**config.mk**
```make
export PLATFORM = sky130hd
export DESIGN_NAME = lfsr16
export DESIGN_NICKNAME = d
export VERILOG_FILES = /design/src/rtl/avalon_st_check_pkg.sv /design/src/rtl/lfsr16.sv
export SDC_FILE = /design/constraint.sdc
export NUM_CORES = 1
export LEC_CHECK = 0
export CORE_MARGIN = 2
export CORE_UTILIZATION = 35
export DETAILED_ROUTE_END_ITERATION = 16
export GPL_TIMING_DRIVEN = 0
export PLACE_DENSITY = 0.69
export SLEW_MARGIN = 20
export SYNTH_ARGS = -nofsm -noshare
export SYNTH_HDL_FRONTEND = slang
export SYNTH_SLANG_ARGS = --single-unit
```
**constraint.sdc**
```tcl
create_clock -name clk -period 1 [get_ports clk]
set_input_delay 0.2 -clock clk [delete_from_list [all_inputs] [get_ports clk]]
set_output_delay 0.2 -clock clk [all_outputs]
set_load 0.1 [all_outputs]
```
**src/rtl/avalon_st_check_pkg.sv**
```systemverilog
// Shared types and constants for the Avalon-ST ramp checker.
package avalon_st_check_pkg;

    typedef enum logic [1:0] {
        IDLE = 2'd0,
        RUN  = 2'd1,
        DONE = 2'd2
    } state_t;

    localparam logic [31:0] ID_WORD       = 32'ha51579e3;
    localparam logic [31:0] VERSION_WORD  = 32'h00000100;
    localparam logic [31:0] BAD_ADDR_WORD = 32'hdeadbeef;

    localparam logic [3:0] ADDR_ID         = 4'd0;
    localparam logic [3:0] ADDR_VERSION    = 4'd1;
    localparam logic [3:0] ADDR_ZERO       = 4'd2;
    localparam logic [3:0] ADDR_SCRATCH    = 4'd3;
    localparam logic [3:0] ADDR_STATUS     = 4'd4;
    localparam logic [3:0] ADDR_CONTROL    = 4'd5;
    localparam logic [3:0] ADDR_THROTTLE   = 4'd6;
    localparam logic [3:0] ADDR_TARGET     = 4'd8;
    localparam logic [3:0] ADDR_RX_BYTES   = 4'd9;
    localparam logic [3:0] ADDR_ERR_BEATS  = 4'd10;
    localparam logic [3:0] ADDR_FIRST_ERR  = 4'd11;
    localparam logic [3:0] ADDR_RUN_CYCLES = 4'd12;

    // Right-shifting Fibonacci form of x^16+x^14+x^13+x^11+1: feedback from bits 0,2,3,5.
    localparam logic [15:0] LFSR_SEED = 16'hACE1;
    localparam logic [15:0] LFSR_TAPS = 16'h002D;

    function automatic logic [15:0] lfsr_step(input logic [15:0] s);
        return {^(s & LFSR_TAPS), s[15:1]};
    endfunction

endpackage

```
**src/rtl/lfsr16.sv**
```systemverilog
// Free-running 16-bit LFSR used to pace sink backpressure.
module lfsr16
    import avalon_st_check_pkg::*;
(
    input  logic        clk,
    input  logic        reset_n,
    input  logic        reseed,
    output logic [15:0] out
);

    always_ff @(posedge clk) begin
        if (!reset_n || reseed) begin
            out <= LFSR_SEED;
        end else begin
            out <= lfsr_step(out);
        end
    end

endmodule

```
# After elaboration in Yosys (flattened, before gate mapping)
# Cells that the tools add are included.
[word_totals]
register_bits = 16
inputBits = 3
out_inout_bits = 16
word_cells = 4
[classes]
n_reduce_logical = 3
[ops]
columns = ["cell", "n"]
rows = [
  ["parity 16 bit", 1],
  ["zero test 1 bit", 1],
  ["logical OR 1 bit", 1],
]

# Depth between registers and ports, before layout
# Gate-level depths: netlist of the first run.
[depth]
ltp_word = 2
mapped_depth = 3
mapped_depth_nobuf = 3

# Worst setup path after synthesis of the first run
# No wires, ideal clock.
[synth_path]
path_kind = "register to register"
from = "register out[5]"
to = "register out[15]"
setup_ps = 116
arrival_time_ps = 1365
required_ps = 884
slack_ps = -481
path_stages_with_launch = 4
n_path_buf = 0
synth_period_minus_slack_ps = 1481
path_cell_list = "dfxtp_1 -> xor2_1 -> xnor2_1 -> nand2_1"
[synth_between]
elab_chain_cells = 1
[synth_lines]
columns = ["item", "line", "text"]
rows = [
  ["start: declaration", "lfsr16.sv:8", "output logic [15:0] out"],
  ["start signal: assignment", "lfsr16.sv:15", "out <= lfsr_step(out);"],
  ["parity 16 bit", "avalon_st_check_pkg.sv:32", "return {^(s & LFSR_TAPS), s[15:1]};"],
]
# No other way between the ends.
# A chain may end at the register's enable or synchronous reset.

# Final worst setup path of the first run
[layout_path]
from = "register out[2]"
to = "output port out[2]"
# No word-level cell between the ends.

==> metrics, run 1 <==
PwrDens=1468 nW/um^2; biggest regs=out (16); combinational share of power=25.9%; Routed WL per cell=11.39 microns; Iter 0 DRT Violations=1; Max Cap Viol=0; Switch Pwr=0.4203 mW; Slowest-stage cell, CP=dfxtp_2; failing checks=negative setup slack; Total Routing Usage GR=14.38%; syn nets=40; met3 WL post-DR=71 microns; Top Metal Used=met4; sw frac=30.98%; DRT met1 WL=326 microns; cell taking the most area after synthesis=dfxtp_1; CTS Sinks=16; Max Fclk=976.2 MHz; maximum number of pins on one net before global-route repair=11; clock network power share=23.3%; hold slack=469.3 ps; P_int=0.9367 mW; Critical Path, Cell by Cell=buf_12; max reg flops=16; register area share after synthesis=67.02%; GRT overflow=0; Rows=13; drt via density=4.364; dpl cell area=695.7 sq um; antenna violations before repair=0; synth top area cells=dfxtp_1 (67%), and2_2 (9.4%), or2b_1 (9.4%), xor2_1 (3.7%), nor2b_4 (2.9%); IO buf count=18; Arrival @ worst endpoint=820 ps; status=finished with violations; layout cells sized above 1=77.42%; Worst-Margin Slew=160.3 ps; Synth Area per Inst=12.92 sq um; critical path launch point type=flip-flop; Layout area overhead=93.46%; Seq cells post-synth=16; first-pass GRT wire length=1414 microns; Worst Skew=2.458 ps; CTS Buf Count=3; peak supply drop=0.001199 V; Ports=19; Final Cell Area=924.6 sq um; placed wire-length estimate=524 microns; Gate Count Post-Synth=37; critical path capture point type=output port; Worst EP required=800 ps; Max Fanout on Critical Path=2; CTS tree=built; vias=336; CP Buf/Inv Count=1; Worst Slack Setup Final=-24.34 ps; # DRC=0; placer congestion estimate=0.6489; die area=1677 sq um; synthesized area=478.0 sq um; Post-DRT Antenna Nets=0; met2 WL post-DR=468 microns; synth unique cells=10; Layout Nets=67; sequential share of power=50.8%; DIE WIDTH=40.96 microns; Crit path max-delay family=flip-flops; Final Hold Vio Count=0; max-slew violation count=0; Leak=0.3961 nW; # diodes=0; die height=40.96 microns; worst slack at placement=-653.1 ps; vias in the first global route=335; CP Class=flip-flop to output port; clk_lat worst skew=280 ps; Tcrit/Tclk final=102.4%; Max clock buf depth=2; final setup fails=16; Biggest register=out; DRT Pass-1 Iters=4; hold_buf cts=0; RSZ-0062 raised after global routing=yes; Max-slew headroom=89.28%; synth warn=0; DRT Wirelength=877 microns; core area=1285 sq um; H-tree depth=1; Hold Path Class=flip-flop to flip-flop; clock root cell=clkbuf_4; slowest stage delay, CP=370 ps; Initial Util=37.20%; Worst-path clk slew=80 ps; Synth top area share=67.02%; final worst path period need=1024 ps
cells in the final DEF (no fill, tap or decap), drive strengths merged:
cell type / netlist / layout
dfxtp: 16 / 16
or2b: 6 / 6
buf: 1 / 21
and2: 8 / 8
nand2: 1 / 1
nand2b: 1 / 1
xnor2: 1 / 1
nor2b: 1 / 1
clkdlybuf4s50: 0 / 2
xor2: 2 / 2
clkbuf: 0 / 3
synth_stat cells:
library cell / n
or2b_1: 6
buf_2: 1
nand2_1: 1
dfxtp_1: 16
nor2b_4: 1
xnor2_1: 1
and2_1: 2
and2_2: 6
nand2b_1: 1
xor2_1: 2
per-stage QoR:
stage | total power, mW | utilization (%) | TNS [ps] | instances
floorplan | 0.9171 | - | -449.0 | 37
global placement | 0.9806 | 54.14 | -14090 | 70
detailed placement | 0.9810 | 54.14 | -14340 | 70
CTS | 1.373 | 71.96 | -287.1 | 77
global route | 1.417 | 71.96 | -823.0 | 77
finish | 1.357 | 71.96 | -166.9 | 77
worst paths after layout:
| kind | startpoint | cells after the start | endpoint | slack [ps] |
|---|---|---|---|---|
| hold reg to reg | out[1] | 1 | out[0] | 470 |
| setup / recovery | out[2] | 1 | out[2] | -20 |
| hold / removal | out[1] | 1 | out[0] | 470 |
| setup reg to reg | out[5] | 4 | out[15] | 10 |
cell families (layout without fill, tap and decap cells):
logic type	count (synthesis)	after routing	share of synthesized area, %
xor gates and xnor gates	3	3	5.498
and+or+nand+nor	17	17	26.44
buffers and inverters	1	26	1.046
DFF	16	16	67.02
power groups by stage:
stage	logic, mW	registers, mW	clock network [mW]
detailed placement	0.287	0.694	0
global placement	0.286	0.695	0
CTS	0.353	0.690	0.330
finish	0.351	0.690	0.316
floorplan	0.0332	0.884	0
global route	0.362	0.693	0.362
final cells by class:
cell class	count	area, sq um
buffer	1	7.507
clock buffer	3	22.52
fill	92	360.3
multi-input combinational	20	160.2
sequential	16	345.3
tap	15	18.77
timing repair buffer	22	370.4
layer usage:
metal  global-route usage, %  vias up
met5                       0        -
met4                   7.500        0
met3                   10.33        3
met2                   21.48       13
met1                   14.72      158
li1                        -      162
repair_timing:
| action | CTS | global route |
|---|---|---|
| resized for setup | 149 | 0 |
| endpoints found under the setup margin | 22 | 17 |
| buffers inserted | 4 | 0 |
| pin swaps | 1 | 0 |
No activity file was read; power rests on OpenSTA's default activity.
==> run 2, diff against run 1 <==
- TNS_END_PERCENT: unset -> 10
==> metrics, run 2 (synthesis gave the netlist of run 1 again) <==
maximum number of pins on one net before global-route repair=11; P_int=1.012 mW; critical path capture point type=output port; H-tree depth=1; Max Fclk=969.8 MHz; Crit path max-delay family=flip-flops; WP depth=1; PwrDens=1577 nW/um^2; die area=1677 sq um; slowest stage delay, CP=380 ps; FF/Latch Area=347.8 sq um; Final Non-Filler Cells=76; FF-to-FF setup slack=50 ps; Leak=0.3915 nW; DRT Wirelength=847 microns; DRT Pass-1 Iters=2; CP Class=flip-flop to output port; CTS Sinks=16; Final Hold Vio Count=0; first-pass GRT wire length=1317 microns; commonest non-fill, non-tap cells in the layout=buf_12 (16), dfxtp_2 (13), or2b_1 (6), and2_2 (6); clock network power share=28.7%; Iter 0 DRT Violations=2; Tcrit/Tclk final=103.1%; CTS Buf Count=3; vias in the first global route=301; CP Buf/Inv Count=1; Worst-path clk slew=90 ps; Max clock buf depth=2; Tot Pwr=1.448 mW; drt via density=4.118; Worst Slack Setup Final=-31.12 ps; combinational share of power=23.7%; commonest non-fill, non-tap cell in the layout=buf_12; final setup fails=16; Slowest-stage cell, CP=dfxtp_4; sw frac=30.11%; antenna violations before repair=0; # DRC=0; Arrival @ worst endpoint=830 ps; Total Routing Usage GR=12.46%; Critical Path, Cell by Cell=buf_12; Max-slew headroom=88.06%; hold_buf cts=0; die height=40.96 microns; CTS tree=built; GRT overflow=0; max reg flops=16; status=finished with violations; Routed WL per cell=11.14 microns; Initial Util=37.20%; Worst-Margin Slew=178.5 ps; Post-DRT Antenna Nets=0; biggest regs=out (16); clk_lat worst skew=280 ps; clock root cell=clkbuf_4; peak supply drop=0.0009039 V; Max Cap Viol=0; DIE WIDTH=40.96 microns; Biggest register=out; Worst EP required=800 ps; layout cells sized above 1=75.41%; reg2reg path depth=4; Hold Path End=out[10]; Max Fanout on Critical Path=3; critical path launch point type=flip-flop; worst slack at placement=-658.0 ps; placed wire-length estimate=522.2 microns; Hold Path Class=flip-flop to flip-flop; Worst Skew=3.645 ps; hold path startpoint=out[11]; setup TNS=-221.5 ps; sequential share of power=47.6%; placer congestion estimate=0.6424; R2R Path Start=out[2]; vias=313; max-slew violation count=0; Ports=19; RSZ-0062 raised after global routing=yes; Layout area overhead=92.15%; WHS Path Cells=1; # diodes=0; Layout Nets=65; failing checks=negative setup slack; Rows=13; final worst path period need=1031 ps; FF-to-FF End=out[15]; area of the multi-input gates=152.6 sq um; FILL cells=91; core area=1285 sq um; IO buf count=18; Inst Count DP=70; Switch Pwr=0.4361 mW
## run 2: cell types whose count changed in the layout (fill, tap and decap cells not counted), sizes merged
cell	delta
buf	-2
clkbuf	+1
## run 2: worst max path at each step
| stage | endpoint | slack [ps] | startpoint |
|---|---|---|---|
| global placement | out[5] | -660 | out[5] |
| finish | out[5] | -30 | out[5] |
| floorplan | out[12] | -260 | out[13] |
| global route | out[5] | -60 | out[5] |
| detailed placement | out[5] | -660 | out[5] |
| CTS | out[5] | -40 | out[5] |
## run 2: per-layer routing
layer | wire length, microns | up-vias | part of all wire, % | track usage, %
met3 | 49 | 2 | 5.8 | 3.804
met1 | 377 | 143 | 45 | 16.05
met5 | 0 | - | 0 | 0
li1 | - | 157 | - | -
met2 | 412 | 11 | 49 | 17.97
met4 | 7 | 0 | 0.83 | 7.500
## run 2: stage by stage
step	hold WS [ps]	area (sq um)	utilization [%]
global placement	415.5	683.2	53.16
finish	473.3	918.4	71.47
global route	488.2	918.4	71.47
floorplan	384.1	484.2	-
detailed placement	424.4	683.2	53.16
CTS	476.5	913.4	71.08
## run 2: area by class of cell
type	instances	area share (%)
timing repair buffer	20	38.69
clock buffer	4	3.951
tap	15	2.044
multi-input combinational	20	16.62
sequential	16	37.87
buffer	1	0.8174
## run 2: repair_timing
item,4_1_cts,5_1_grt
cloned,0,0
gates resized for setup,157,3
buffers inserted,2,0
setup endpoints to repair,16,25
## run 2: power groups by stage
stage / Clock [mW] / Sequential [mW] / Combinational (mW)
floorplan: 0 / 0.879 / 0.0333
global placement: 0 / 0.691 / 0.286
detailed placement: 0 / 0.691 / 0.286
CTS: 0.433 / 0.691 / 0.344
global route: 0.461 / 0.692 / 0.354
finish: 0.415 / 0.689 / 0.344
==> run 3, diff against run 2 <==
- CAP_MARGIN: unset -> 25
- HOLD_SLACK_MARGIN: unset -> 0.15
==> results of run 3 <==
No change in the layout: final DEF, timing and power equal those of run 2.
